<file path="src/rtl/ex_mem_reg.sv">
`default_nettype none
// ============================================================================
//  Module      : ex_mem_reg
//  Description : Execute-to-memory pipeline stage register for the RV32 core.
//                Captures the ALU result, memory/writeback control and a
//                branch decision resolved from the ALU flags. Valid/ready
//                handshakes on both sides, flush support.
//                Build option EX_MEM_SKID_EN: when defined, a 2-entry skid
//                buffer with a registered in_ready; when undefined, a single
//                entry with in_ready = !out_valid || out_ready.
//  Revision    : 1.0 - initial release
// ============================================================================
module ex_mem_reg #(
   parameter int XLEN = 32,
   parameter int RDW  = 5
) (
   input  logic            clk,
   input  logic            rst,
   input  logic            in_valid,
   output logic            in_ready,
   input  logic            flush,
   input  logic [XLEN-1:0] alu_result,
   input  logic            Zero,
   input  logic            Overflow,
   input  logic            Negative,
   input  logic            Carry,
   input  logic [XLEN-1:0] rs2_data,
   input  logic [RDW-1:0]  rd,
   input  logic            reg_write,
   input  logic            mem_write,
   input  logic [1:0]      result_src,
   input  logic [2:0]      branch_type,
   input  logic [XLEN-1:0] pc_target,
   output logic            out_valid,
   input  logic            out_ready,
   output logic [XLEN-1:0] out_alu_result,
   output logic [XLEN-1:0] out_rs2_data,
   output logic [RDW-1:0]  out_rd,
   output logic            out_reg_write,
   output logic            out_mem_write,
   output logic [1:0]      out_result_src,
   output logic            branch_taken,
   output logic [XLEN-1:0] branch_target
);

   // One held instruction, branch decision already resolved.
   typedef struct packed {
      logic [XLEN-1:0] alu_result;
      logic [XLEN-1:0] rs2_data;
      logic [RDW-1:0]  rd;
      logic            reg_write;
      logic            mem_write;
      logic [1:0]      result_src;
      logic            branch_taken;
      logic [XLEN-1:0] branch_target;
   } entry_t;

   typedef enum logic [1:0] {
      S_EMPTY = 2'd0,
      S_FULL  = 2'd1
`ifdef EX_MEM_SKID_EN
      ,
      S_SKID  = 2'd2
`endif
   } state_t;

   state_t state_q, state_d;
   entry_t main_q, main_d;
   entry_t w_in_entry;
   logic   w_taken;
   logic   w_accept;
   logic   w_transfer;
   logic   w_out_valid;
   logic   w_in_ready;

`ifdef EX_MEM_SKID_EN
   entry_t skid_q, skid_d;
   logic   in_ready_q, in_ready_d;
`endif

   // Resolve the branch from the flags of the ALU subtraction a-b.
   always_comb begin
      w_taken = 1'b0;
      case (branch_type)
         3'b000:  w_taken = 1'b0;
         3'b001:  w_taken = Zero;
         3'b010:  w_taken = ~Zero;
         3'b011:  w_taken = Negative ^ Overflow;
         3'b100:  w_taken = ~(Negative ^ Overflow);
         3'b101:  w_taken = 1'b1;
         3'b110:  w_taken = ~Carry;
         3'b111:  w_taken = Carry;
         default: w_taken = 1'b0;
      endcase
   end

   assign w_in_entry = '{
      alu_result:    alu_result,
      rs2_data:      rs2_data,
      rd:            rd,
      reg_write:     reg_write,
      mem_write:     mem_write,
      result_src:    result_src,
      branch_taken:  w_taken,
      branch_target: pc_target
   };

   assign w_out_valid = (state_q != S_EMPTY);
`ifdef EX_MEM_SKID_EN
   assign w_in_ready  = in_ready_q;
`else
   assign w_in_ready  = ~w_out_valid | out_ready;
`endif
   // A flush cycle ignores the presented instruction.
   assign w_accept    = in_valid & w_in_ready & ~flush;
   assign w_transfer  = w_out_valid & out_ready;

   // Next-state logic: FIFO order, main entry always presented first.
   always_comb begin
      state_d = state_q;
      main_d  = main_q;
`ifdef EX_MEM_SKID_EN
      skid_d  = skid_q;
`endif
      if (flush) begin
         state_d = S_EMPTY;
      end else begin
         case (state_q)
            S_EMPTY: begin
               if (w_accept) begin
                  state_d = S_FULL;
                  main_d  = w_in_entry;
               end
            end
            S_FULL: begin
               if (w_transfer) begin
                  if (w_accept) begin
                     main_d = w_in_entry;
                  end else begin
                     state_d = S_EMPTY;
                  end
               end
`ifdef EX_MEM_SKID_EN
               else if (w_accept) begin
                  state_d = S_SKID;
                  skid_d  = w_in_entry;
               end
`endif
            end
`ifdef EX_MEM_SKID_EN
            S_SKID: begin
               if (w_transfer) begin
                  state_d = S_FULL;
                  main_d  = skid_q;
               end
            end
`endif
            default: state_d = S_EMPTY;
         endcase
      end
`ifdef EX_MEM_SKID_EN
      in_ready_d = (state_d != S_SKID);
`endif
   end

   // State and entry registers; reset overrides flush.
   always_ff @(posedge clk) begin
      if (rst) begin
         state_q    <= S_EMPTY;
         main_q     <= '0;
`ifdef EX_MEM_SKID_EN
         skid_q     <= '0;
         in_ready_q <= 1'b1;
`endif
      end else begin
         state_q    <= state_d;
         main_q     <= main_d;
`ifdef EX_MEM_SKID_EN
         skid_q     <= skid_d;
         in_ready_q <= in_ready_d;
`endif
      end
   end

   assign in_ready       = w_in_ready;
   assign out_valid      = w_out_valid;
   assign out_alu_result = main_q.alu_result;
   assign out_rs2_data   = main_q.rs2_data;
   assign out_rd         = main_q.rd;
   assign out_reg_write  = main_q.reg_write;
   assign out_mem_write  = main_q.mem_write;
   assign out_result_src = main_q.result_src;
   assign branch_taken   = main_q.branch_taken;
   assign branch_target  = main_q.branch_target;

endmodule
`default_nettype wire
</file>
<file path="config.mk">
export PLATFORM = sky130hd
export DESIGN_NAME = ex_mem_reg
export DESIGN_NICKNAME = d
export VERILOG_FILES = /design/src/rtl/ex_mem_reg.sv
export SDC_FILE = /design/constraint.sdc
export NUM_CORES = 1
export LEC_CHECK = 0
export BUFFER_PORTS_ARGS = -buffer_cell sky130_fd_sc_hd__buf_2
export CAP_MARGIN = 40
export CORE_UTILIZATION = 45
export DETAILED_ROUTE_END_ITERATION = 7
export HOLD_SLACK_MARGIN = 0.06
export PLACE_DENSITY_LB_ADDON = 0.08
export RECOVER_POWER = 50
export SLEW_MARGIN = 20
export SYNTH_ARGS = -nofsm -noshare
export SYNTH_HDL_FRONTEND = slang
export SYNTH_SLANG_ARGS = --single-unit
</file>
<file path="constraint.sdc">
create_clock -name clk -period 1.5 [get_ports clk]
set_input_delay 0.075 -clock clk [delete_from_list [all_inputs] [get_ports clk]]
set_output_delay 0.075 -clock clk [all_outputs]
set_load 0.02 [all_outputs]
</file>
==> results.cfg <==
[worst_setup_path]
critical_path_cell_count = 4
r2r_cells = 4
crit_family = buffers and inverters
cp.required_ns = 1.42
path_max_fanout = 36
worstSetupPathType = flop to primary output
slowest_delay_ns = 0.34
critical_path_arrival_ns = 1.37
cp-end-kind = primary output
start_kind = flop
crit_chain = nor2b_4 > clkinv_4 > buf_16 > buf_2
slowest_stage = dfxtp_1
cp-startpoint = state_q[0]
crit_buf_inv = 3
r2r-start = state_q[0]

[power_and_ir_drop]
seqPwrFrac_pct = 52.2
p_comb_share_pct = 19.9
netSwitchingFraction_pct = 29.2
leakage_nw = 2.51
pwr-share-clk_pct = 27.9
vdd_ir_drop_max_mv = 0.513
total_power_mw = 5.82
p_int_mw = 4.12
power.switching_mw = 1.70
powerDensity_mw_per_mm2 = 862

[floorplan]
core_area_mm2 = 0.00942
fp.dieH_um = 102
dieWidth_um = 102
start_util_pct = 47.4
die_area_mm2 = 0.0103
row_count = 35
pin_count = 225

[global_route]
grt_pass1_wl_um = 22600
grt_pass1_vias = 4740
grt_usage_pct = 27.5
grt_max_degree = 72
gr-total-overflow = 0
antenna_found_initial = 0

[synthesis]
syn_area_per_cell_um2 = 8.98
syn_nets = 614
muxShareOfSynthArea_pct = 0.252
synth-compound-area-share_pct = 26.5
synth_xor_area_share_pct = 0.393
synth_top_area_cell = dfxtp_1
yosysWarnings = 0
ys_types = 26
synthCells = 497
synth-seq-cells = 107
syn_area_mm2 = 0.00446
synthAdderAreaFrac_pct = 0
ys_seq_area_share_pct = 48.0
synth_top_family_by_area = compound AO/OA/AOI/OAI gates
synthSimpleGateAreaFrac_pct = 16.7
synth_area_leaders = dfxtp_1 48%, o21ai_0 11%, a21oi_1 8.6%
synth_top_area_share_pct = 48.0

[routing]
finalWirelength_um = 14800
post_drt_wl_per_cell_um = 15.9
vias = 4992
drt_iter0_drc = 211
final_antenna_net_count = 0
drc = 0
viasPerCell = 5.37
dr.pass1.iters = 5

[status]
outcome = complete, no violations

[sta]
post-route-min-period_ns = 1.44
report.final.setup_viol = 0
rsz0062_at_grt = yes
skew_ns = 0.0144
worst_slew_pin_slew_ns = 0.373
max_freq_ghz = 0.694
max_slew_margin_pct = 75.1
post-route-period-util_pct = 96.0
setup_slack_ns = 0.0593
slew_viol_final = 0
finalHoldViolations = 0

[placed_design]
place_ws_ns = 0.116
place_congestion = 0.785
place_area_mm2 = 0.00560
io_buffers = 224
placed_cells = 806
dp_hpwl_um = 8330

[hold_path]
whs_path_depth = 2
hold_class = input port to flop
hp-start = rst

[clock_tree]
clkTransAtPathRegs_ns = 0.11
numCtsBuffers = 9
cts_sinks = 107
cts_tree = built
htree_levels = 3
clock_latency_ns = 0.36
clock_path_buffers = 2
root_buffer = clkbuf_8

[finish]
final_nets = 913
stdcell_count = 930
most-common-layout-cells = 117 x buf_2, 107 x dfxtp_1, 107 x clkbuf_1, 107 x dlygate4sd3_1, 99 x o21ai_0
fillers = 788
drive_above_1_share_pct = 26.5
fin_util_pct = 71.7
synthToLayoutAreaGrowth_pct = 51.3
diodes = 0
final_area_mm2 = 0.00675
final_common_cell = buf_2

[job]
drv_cap = 0
-- worst paths after layout --
check	end	slack, ns
max	in_ready	0.06
min	branch_target[26]	0.09
max reg2reg	out_rs2_data[17]	0.13
min reg2reg	out_alu_result[27]	0.48
-- layout make-up --
cell class | instances | area (µm²) | area share [%]
Tap cell | 129 | 161 | 2.39
Clock buffer | 10 | 128 | 1.89
Clock inverter | 6 | 47.5 | 0.704
Sequential cell | 107 | 2140 | 31.7
Timing Repair Buffer | 346 | 2300 | 34.1
Multi-Input combinational cell | 331 | 1960 | 29.0
Inverter | 1 | 8.76 | 0.130
-- power by group through the flow --
stage / Sequential (mW) / Combinational, mW / Clock (mW)
2_1_floorplan: 3.26 / 0.400 / 0
3_3_place_gp: 3.09 / 0.942 / 0
3_5_place_dp: 3.09 / 0.955 / 0
4_1_cts: 3.03 / 1.17 / 1.67
5_1_grt: 3.05 / 1.25 / 1.77
6_report: 3.04 / 1.16 / 1.62
-- registers in the layout, summed over array words and instances, names as in the netlist --
name,flops
out_alu_result,32
out_reg_write,1
out_result_src,2
branch_target,32
state_q,1
out_rd,5
out_mem_write,1
branch_taken,1
out_rs2_data,32
-- what timing repair did --
item | in CTS | in global routing
hold buffers | 107 | 0
endpoints found under the setup margin | 0 | 2
endpoints found under the hold margin | 106 | 0
buffers inserted | 0 | 0
gates resized for setup | 0 | 2
-- per-layer routing --
layer	track usage, %	part of all wire [%]
met4	15.1	3.5
met2	44.9	49
met3	5.73	7.3
met1	33.9	40
met5	0	0
-- cells in the mapped netlist --
master    number
a21oi_1       77
a21oi_2       29
a41o_1         1
and2b_1        1
buf_12         4
buf_2         18
buf_4          5
buf_6          4
clkbuf_1      27
clkinv_4       1
dfxtp_1      107
mux2_2         1
nand2_1        1
nand2b_1       1
nand2b_2       1
nand3_1       75
nand3_2       30
nand4b_1       1
nor2_1         1
nor2b_4        1
nor3_1         2
o21ai_0       99
o21ai_1        6
o22a_1         1
or3_1          1
xnor2_1        2
-- cells by family (layout without fill, tap and decap cells) --
| group | Yosys count | count (layout) |
|---|---|---|
| AOI/OAI and AO/OA | 213 | 213 |
| xor gates and xnor gates | 2 | 2 |
| DFF | 107 | 107 |
| and+or+nand+nor | 115 | 115 |
| buffers and inverters | 59 | 363 |
| muxes | 1 | 1 |
-- stage by stage --
stage	hold slack (ns)	setup TNS, ns
floorplan	0.154	0
global placement	0.268	0
detailed placement	0.277	0
CTS	0.0713	0
global route	0.0874	-0.0269
finish	0.0865	0
-- worst reg2reg max path: stages (launching register included) --
cell     delay [ns]
dfxtp_1        0.34
nor2b_4        0.20
buf_4          0.35
o21ai_0        0.24
a21oi_2        0.20
(Power assumes the default switching activity.)
